### config.mk
export PLATFORM = sky130hd
export DESIGN_NAME = melody_match_controller
export DESIGN_NICKNAME = d
export VERILOG_FILES = /design/src/rtl/melody_match_controller.sv
export SDC_FILE = /design/constraint.sdc
export NUM_CORES = 1
export LEC_CHECK = 0
export BUFFER_PORTS_ARGS = -buffer_cell sky130_fd_sc_hd__buf_4
export CORE_AREA = 2 2 104 106
export DETAILED_ROUTE_END_ITERATION = 10
export DIE_AREA = 0 0 106 108
export PLACE_DENSITY_LB_ADDON = 0.25
export SETUP_SLACK_MARGIN = 0.3
export SLEW_MARGIN = 10
export SYNTH_ARGS = -nofsm -noshare
export SYNTH_HDL_FRONTEND = slang
export SYNTH_SLANG_ARGS = --single-unit
export TNS_END_PERCENT = 20
### constraint.sdc
create_clock -name clk -period 5.7 [get_ports clk]
set_input_delay 0.285 -clock clk [delete_from_list [all_inputs] [get_ports clk]]
set_output_delay 0.285 -clock clk [all_outputs]
set_load 0.02 [all_outputs]
### src/rtl/melody_match_controller.sv
// Melody exercise sequencer. Holds up to max_len target notes, follows the
// recognizer's note stream, and reports progress, hit pulses and pass/fail.
module melody_match_controller #(
  parameter int max_len        = 8,
  parameter int timeout_cycles = 150_000_000
) (
  input  logic                         clk,
  input  logic                         rst,
  input  logic                         clear,
  input  logic                         load_vld,
  input  logic [3:0]                   load_idx,
  input  logic                         start,
  input  logic                         note_vld,
  input  logic [3:0]                   note_idx,
  output logic                         busy,
  output logic [$clog2(max_len+1)-1:0] len,
  output logic [$clog2(max_len)-1:0]   step,
  output logic [3:0]                   target_idx,
  output logic                         hit,
  output logic                         done,
  output logic                         pass
);
  localparam int LW = $clog2(max_len + 1);
  localparam int SW = $clog2(max_len);
  localparam int TW = $clog2(timeout_cycles);

  typedef enum logic [1:0] {S_IDLE, S_LISTEN, S_PASS, S_FAIL} state_t;

  state_t          state, state_n;
  logic [LW-1:0]   len_n;
  logic [SW-1:0]   step_n;
  logic [TW-1:0]   timer, timer_n;
  logic [3:0]      target_n;
  logic            hit_n;
  logic            wr_en;
  logic [SW-1:0]   wr_addr;
  logic [3:0]      mem [max_len];

  logic            prev_vld;
  logic [3:0]      prev_idx;
  logic            ev_q;
  logic [3:0]      ev_idx;

  assign wr_addr = len[SW-1:0];

  // Edge detector on the recognizer stream: a new press or a change of note
  // is an event. The event is registered so the FSM sees it one clock later.
  always_ff @(posedge clk) begin
    if (rst) begin
      prev_vld <= 1'b0;
      prev_idx <= 4'd0;
      ev_q     <= 1'b0;
      ev_idx   <= 4'd0;
    end else begin
      prev_vld <= note_vld;
      prev_idx <= note_idx;
      ev_q     <= note_vld && (!prev_vld || (note_idx != prev_idx));
      ev_idx   <= note_idx;
    end
  end

  // Melody storage; contents need no reset because len gates every read.
  always_ff @(posedge clk) begin
    if (wr_en) mem[wr_addr] <= load_idx;
  end

  // Next-state logic: clear beats start, start beats loading.
  always_comb begin
    state_n  = state;
    len_n    = len;
    step_n   = step;
    timer_n  = timer;
    hit_n    = 1'b0;
    wr_en    = 1'b0;
    target_n = 4'd0;
    if (clear) begin
      state_n = S_IDLE;
      len_n   = '0;
      step_n  = '0;
      timer_n = '0;
    end else if (start && ((state != S_IDLE) || (len != '0))) begin
      state_n = S_LISTEN;
      step_n  = '0;
      timer_n = '0;
    end else begin
      case (state)
        S_IDLE: begin
          if (load_vld && (load_idx <= 4'd11) && (len < LW'(max_len))) begin
            wr_en = 1'b1;
            len_n = len + LW'(1);
          end
        end
        S_LISTEN: begin
          timer_n = timer + TW'(1);
          if (ev_q) begin
            if (ev_idx == mem[step]) begin
              hit_n = 1'b1;
              if (LW'(step) == (len - LW'(1))) begin
                state_n = S_PASS;
              end else begin
                step_n  = step + SW'(1);
                timer_n = '0;
              end
            end else begin
              state_n = S_FAIL;
            end
          end else if (timer == TW'(timeout_cycles - 1)) begin
            state_n = S_FAIL;
          end
        end
        default: ;
      endcase
    end
    // Target lookup for the registered output, bypassing a same-cycle write.
    if (len_n == '0)
      target_n = 4'd0;
    else if (wr_en && (wr_addr == step_n))
      target_n = load_idx;
    else
      target_n = mem[step_n];
  end

  // State and registered outputs.
  always_ff @(posedge clk) begin
    if (rst) begin
      state      <= S_IDLE;
      len        <= '0;
      step       <= '0;
      timer      <= '0;
      target_idx <= 4'd0;
      hit        <= 1'b0;
      busy       <= 1'b0;
      done       <= 1'b0;
      pass       <= 1'b0;
    end else begin
      state      <= state_n;
      len        <= len_n;
      step       <= step_n;
      timer      <= timer_n;
      target_idx <= target_n;
      hit        <= hit_n;
      busy       <= (state_n == S_LISTEN);
      done       <= (state_n == S_PASS) || (state_n == S_FAIL);
      pass       <= (state_n == S_PASS);
    end
  end

endmodule

==> impl_metrics.json <==
{
  "seq_area_mm2": 0.00198,
  "r2r_start": "step[0]$_SDFF_PP0_",
  "design_area_mm2": 0.00455,
  "io_buffers": 28,
  "ys_warn_count": 0,
  "yosys.area.top_type": "dfxtp_1",
  "cp_slowest_cell": "dfxtp_1",
  "wl_met3_um": 280,
  "grt_pass1_vias": 2949,
  "cp.arrival_ns": 4.25,
  "crit_path_start_kind": "register",
  "status": "completed",
  "cp_top_family": "simple AND/OR/NAND/NOR gates",
  "ys_top_cells_by_area": "dfxtp_1, edfxtp_1, mux2i_1",
  "wl_met1_mm": 4.19,
  "core_area_mm2": 0.0102,
  "ant_nets": 0,
  "antenna_found_initial": 0,
  "maxCapViolCount": 0,
  "die-height_um": 108,
  "hold_violations": 0,
  "n_fill_cell": 977,
  "dp.final_hpwl_mm": 6.61,
  "cts_root_buffer": "clkbuf_8",
  "synth_xor_area_frac": 0.0859,
  "wire_per_inst_um": 16.3,
  "fin_setup_tns_ns": 0,
  "synth-seq-cells": 83,
  "irDropWorstVdd_mv": 0.113,
  "fin_nets": 434,
  "die_w_um": 106,
  "setup_violations": 0,
  "synth_top_family_by_area": "simple AND/OR/NAND/NOR gates",
  "syn2layout_area_growth_pct": 12.4,
  "cts_tree": "done",
  "drc": 0,
  "dp_cells": 540,
  "layout-drive-gt1-share": 0.143,
  "whs_ns": 0.156,
  "synth_area_mm2": 0.00405,
  "multi_input_area_mm2": 0.00198,
  "top_layer": "met4",
  "grt_max_degree": 27,
  "skew_ns": 0.0148,
  "grt_overflow_total": 0,
  "crit_start": "step[0]$_SDFF_PP0_",
  "synth_mux_area_frac": 0.0903,
  "cts_buffer_depth": 2,
  "cts_max_level": 3,
  "layoutNonFillerInstCount": 556,
  "finalCritPeriodShare": 0.697,
  "relSlewSlack": 0.188,
  "timing.fmax_ghz": 0.252,
  "dr_wl_met2_mm": 4.51,
  "power.leakage_nw": 1.60,
  "cts_hold_buf": 0,
  "synth_cell_type_count": 56,
  "numCtsBuffers": 9,
  "synth-adder-area-share": 0.0155,
  "yosysTopAreaCellShare": 0.252,
  "cts_setup_buffers": 0,
  "synthCells": 388,
  "powerDensity_mw_per_mm2": 235,
  "clkTransAtPathRegs_ns": 0.09,
  "yosysSeqAreaShare": 0.490,
  "synth_nets": 407,
  "synthFlopType": "dfxtp_1",
  "placed_cell_area_mm2": 0.00438,
  "antenna_cells": 0,
  "critPathRequiredTime_ns": 5.98,
  "clock_latency_ns": 0.36,
  "criticalPathCategory": "register to register",
  "ios": 29,
  "path_common_cell": "mux2i_1",
  "initial_core_util": 0.396,
  "hold_start": "clear",
  "numClockSinks": 83,
  "dieArea_mm2": 0.0114,
  "synth_edf_count": 32,
  "rows": 37,
  "viasPerCell": 5.18,
  "place_congestion": 0.862,
  "critPathCaptureType": "register",
  "path_max_fanout": 23,
  "async_reset_ff_frac": 0,
  "crit_chain": "mux2i_1 -> a22oi_1 -> and3_1 -> o221ai_4 -> nor4_4 -> mux2i_1 -> buf_4 -> xnor2_1 -> or4_1 -> o221a_2 -> a21oi_1",
  "hp-class": "primary input to register",
  "synth-simple-area-share": 0.206,
  "wirelength_mm": 9.05,
  "drtIter0Drc": 162,
  "slew_viol_final": 0,
  "synth_compound_area_frac": 0.0915,
  "critPathBufInv": 1,
  "drt_pass1_iterations": 4,
  "rsz0062_at_grt": "no",
  "vias": 2878,
  "cts_resized": 0,
  "p_total_mw": 1.07,
  "slowest_delay_ns": 1.13,
  "worstMarginPinSlew_ns": 1.22,
  "finalCriticalPeriod_ns": 3.97,
  "grt_pass1_wl_mm": 14.9,
  "synth_area_per_cell_um2": 10.4,
  "grt_util_all_layers": 0.169
}
==> cells in the final DEF (no fill, tap or decap), types with 8 or more instances in the layout <==
master    netlist  routed
a21oi_1        10      10
a22oi_1         8       8
and3_1         10      10
buf_4           1      30
clkbuf_8        0       9
dfxtp_1        51      51
edfxtp_1       32      32
mux2i_1        32      32
nand2_1        22      22
nand3_1        15      15
nor2_1         47      47
nor2b_1         8       8
nor3_1         13      13
xnor2_1        15      15
xor2_1         21      21
==> final timing paths <==
path / to / slack (ns) / cells after the start
worst max-delay path: target_idx[2]$_SDFF_PP0_ / 1.73 / 11
worst min-delay path: len[2]$_SDFF_PP0_ / 0.16 / 2
worst max register to register: target_idx[2]$_SDFF_PP0_ / 1.73 / 11
worst min register to register: ev_q$_SDFF_PP0_ / 0.48 / 2
==> flip-flops by register name, indices dropped and copies added, names as in the netlist <==
| signal | flops |
|---|---|
| mem | 32 |
| timer | 28 |
| ev_idx | 4 |
| len | 4 |
| target_idx | 4 |
| step | 3 |
| state | 2 |
| busy | 1 |
| done | 1 |
| ev_q | 1 |
| hit | 1 |
| pass | 1 |
| prev_vld | 1 |
==> stage by stage <==
step	utilization	worst slack, ns
6_report	0.445	1.73
5_1_grt	0.445	1.47
4_1_cts	0.445	1.72
3_5_place_dp	0.428	1.73
3_3_place_gp	0.428	1.81
2_1_floorplan	-	2.36
==> routing by layer <==
layer | GRT usage | vias to the layer above
li1 | - | 1451
met1 | 0.211 | 1385
met2 | 0.294 | 34
met3 | 0.0434 | 8
met4 | 0.0404 | 0
met5 | 0 | -
==> power by group <==
group          switching [mW]  leakage [nW]  internal (mW)
registers             0.00614         0.701          0.621
logic                  0.0353         0.816         0.0246
clock network           0.222        0.0841          0.160
==> synth_stat cells (2+ instances only) <==
library cell	n
and4_1	3
o211ai_1	3
inv_1	5
o21bai_1	2
and2_1	6
or2_2	4
nand2_1	22
or4_1	2
nor3_1	13
nand3_1	15
clkbuf_1	10
nor4b_1	3
buf_2	2
o22a_1	2
and3_1	10
mux2i_1	32
o21ai_0	5
o21ai_1	6
a21oi_1	10
edfxtp_1	32
nor2b_1	8
or3_1	2
dfxtp_1	51
a211oi_1	4
nor4_1	6
mux2_1	2
ha_1	5
xor2_1	21
mux2_2	2
xnor2_1	15
nor2_1	47
nand2b_1	3
a22oi_1	8
o21ba_1	2
nand4_1	4
==> layout make-up <==
| class | count | share of cell area |
|---|---|---|
| Clock buffer | 9 | 0.0272 |
| Clock inverter | 7 | 0.0110 |
| Tap cell | 136 | 0.0374 |
| Inverter | 5 | 0.00412 |
| Timing Repair Buffer | 30 | 0.0495 |
| Multi-Input combinational cell | 286 | 0.435 |
| Sequential cell | 83 | 0.436 |
==> worst reg2reg max path: stages (launching register included) <==
cell      delay [ns]
dfxtp_1         1.13
mux2i_1         0.24
a22oi_1         0.32
and3_1          0.25
o221ai_4        0.17
nor4_4          0.32
mux2i_1         0.23
buf_4           0.21
xnor2_1         0.07
or4_1           0.62
o221a_2         0.18
a21oi_1         0.16
==> cells by family after synthesis <==
kind of cell	Yosys count
AO/OA/AOI/OAI	50
XOR/XNOR	38
adder cells (fa/ha/maj)	5
flip-flops	83
AND/OR/NAND/NOR	157
buffers and inverters	19
multiplexers	36
Power figures use the tool's default switching activity.
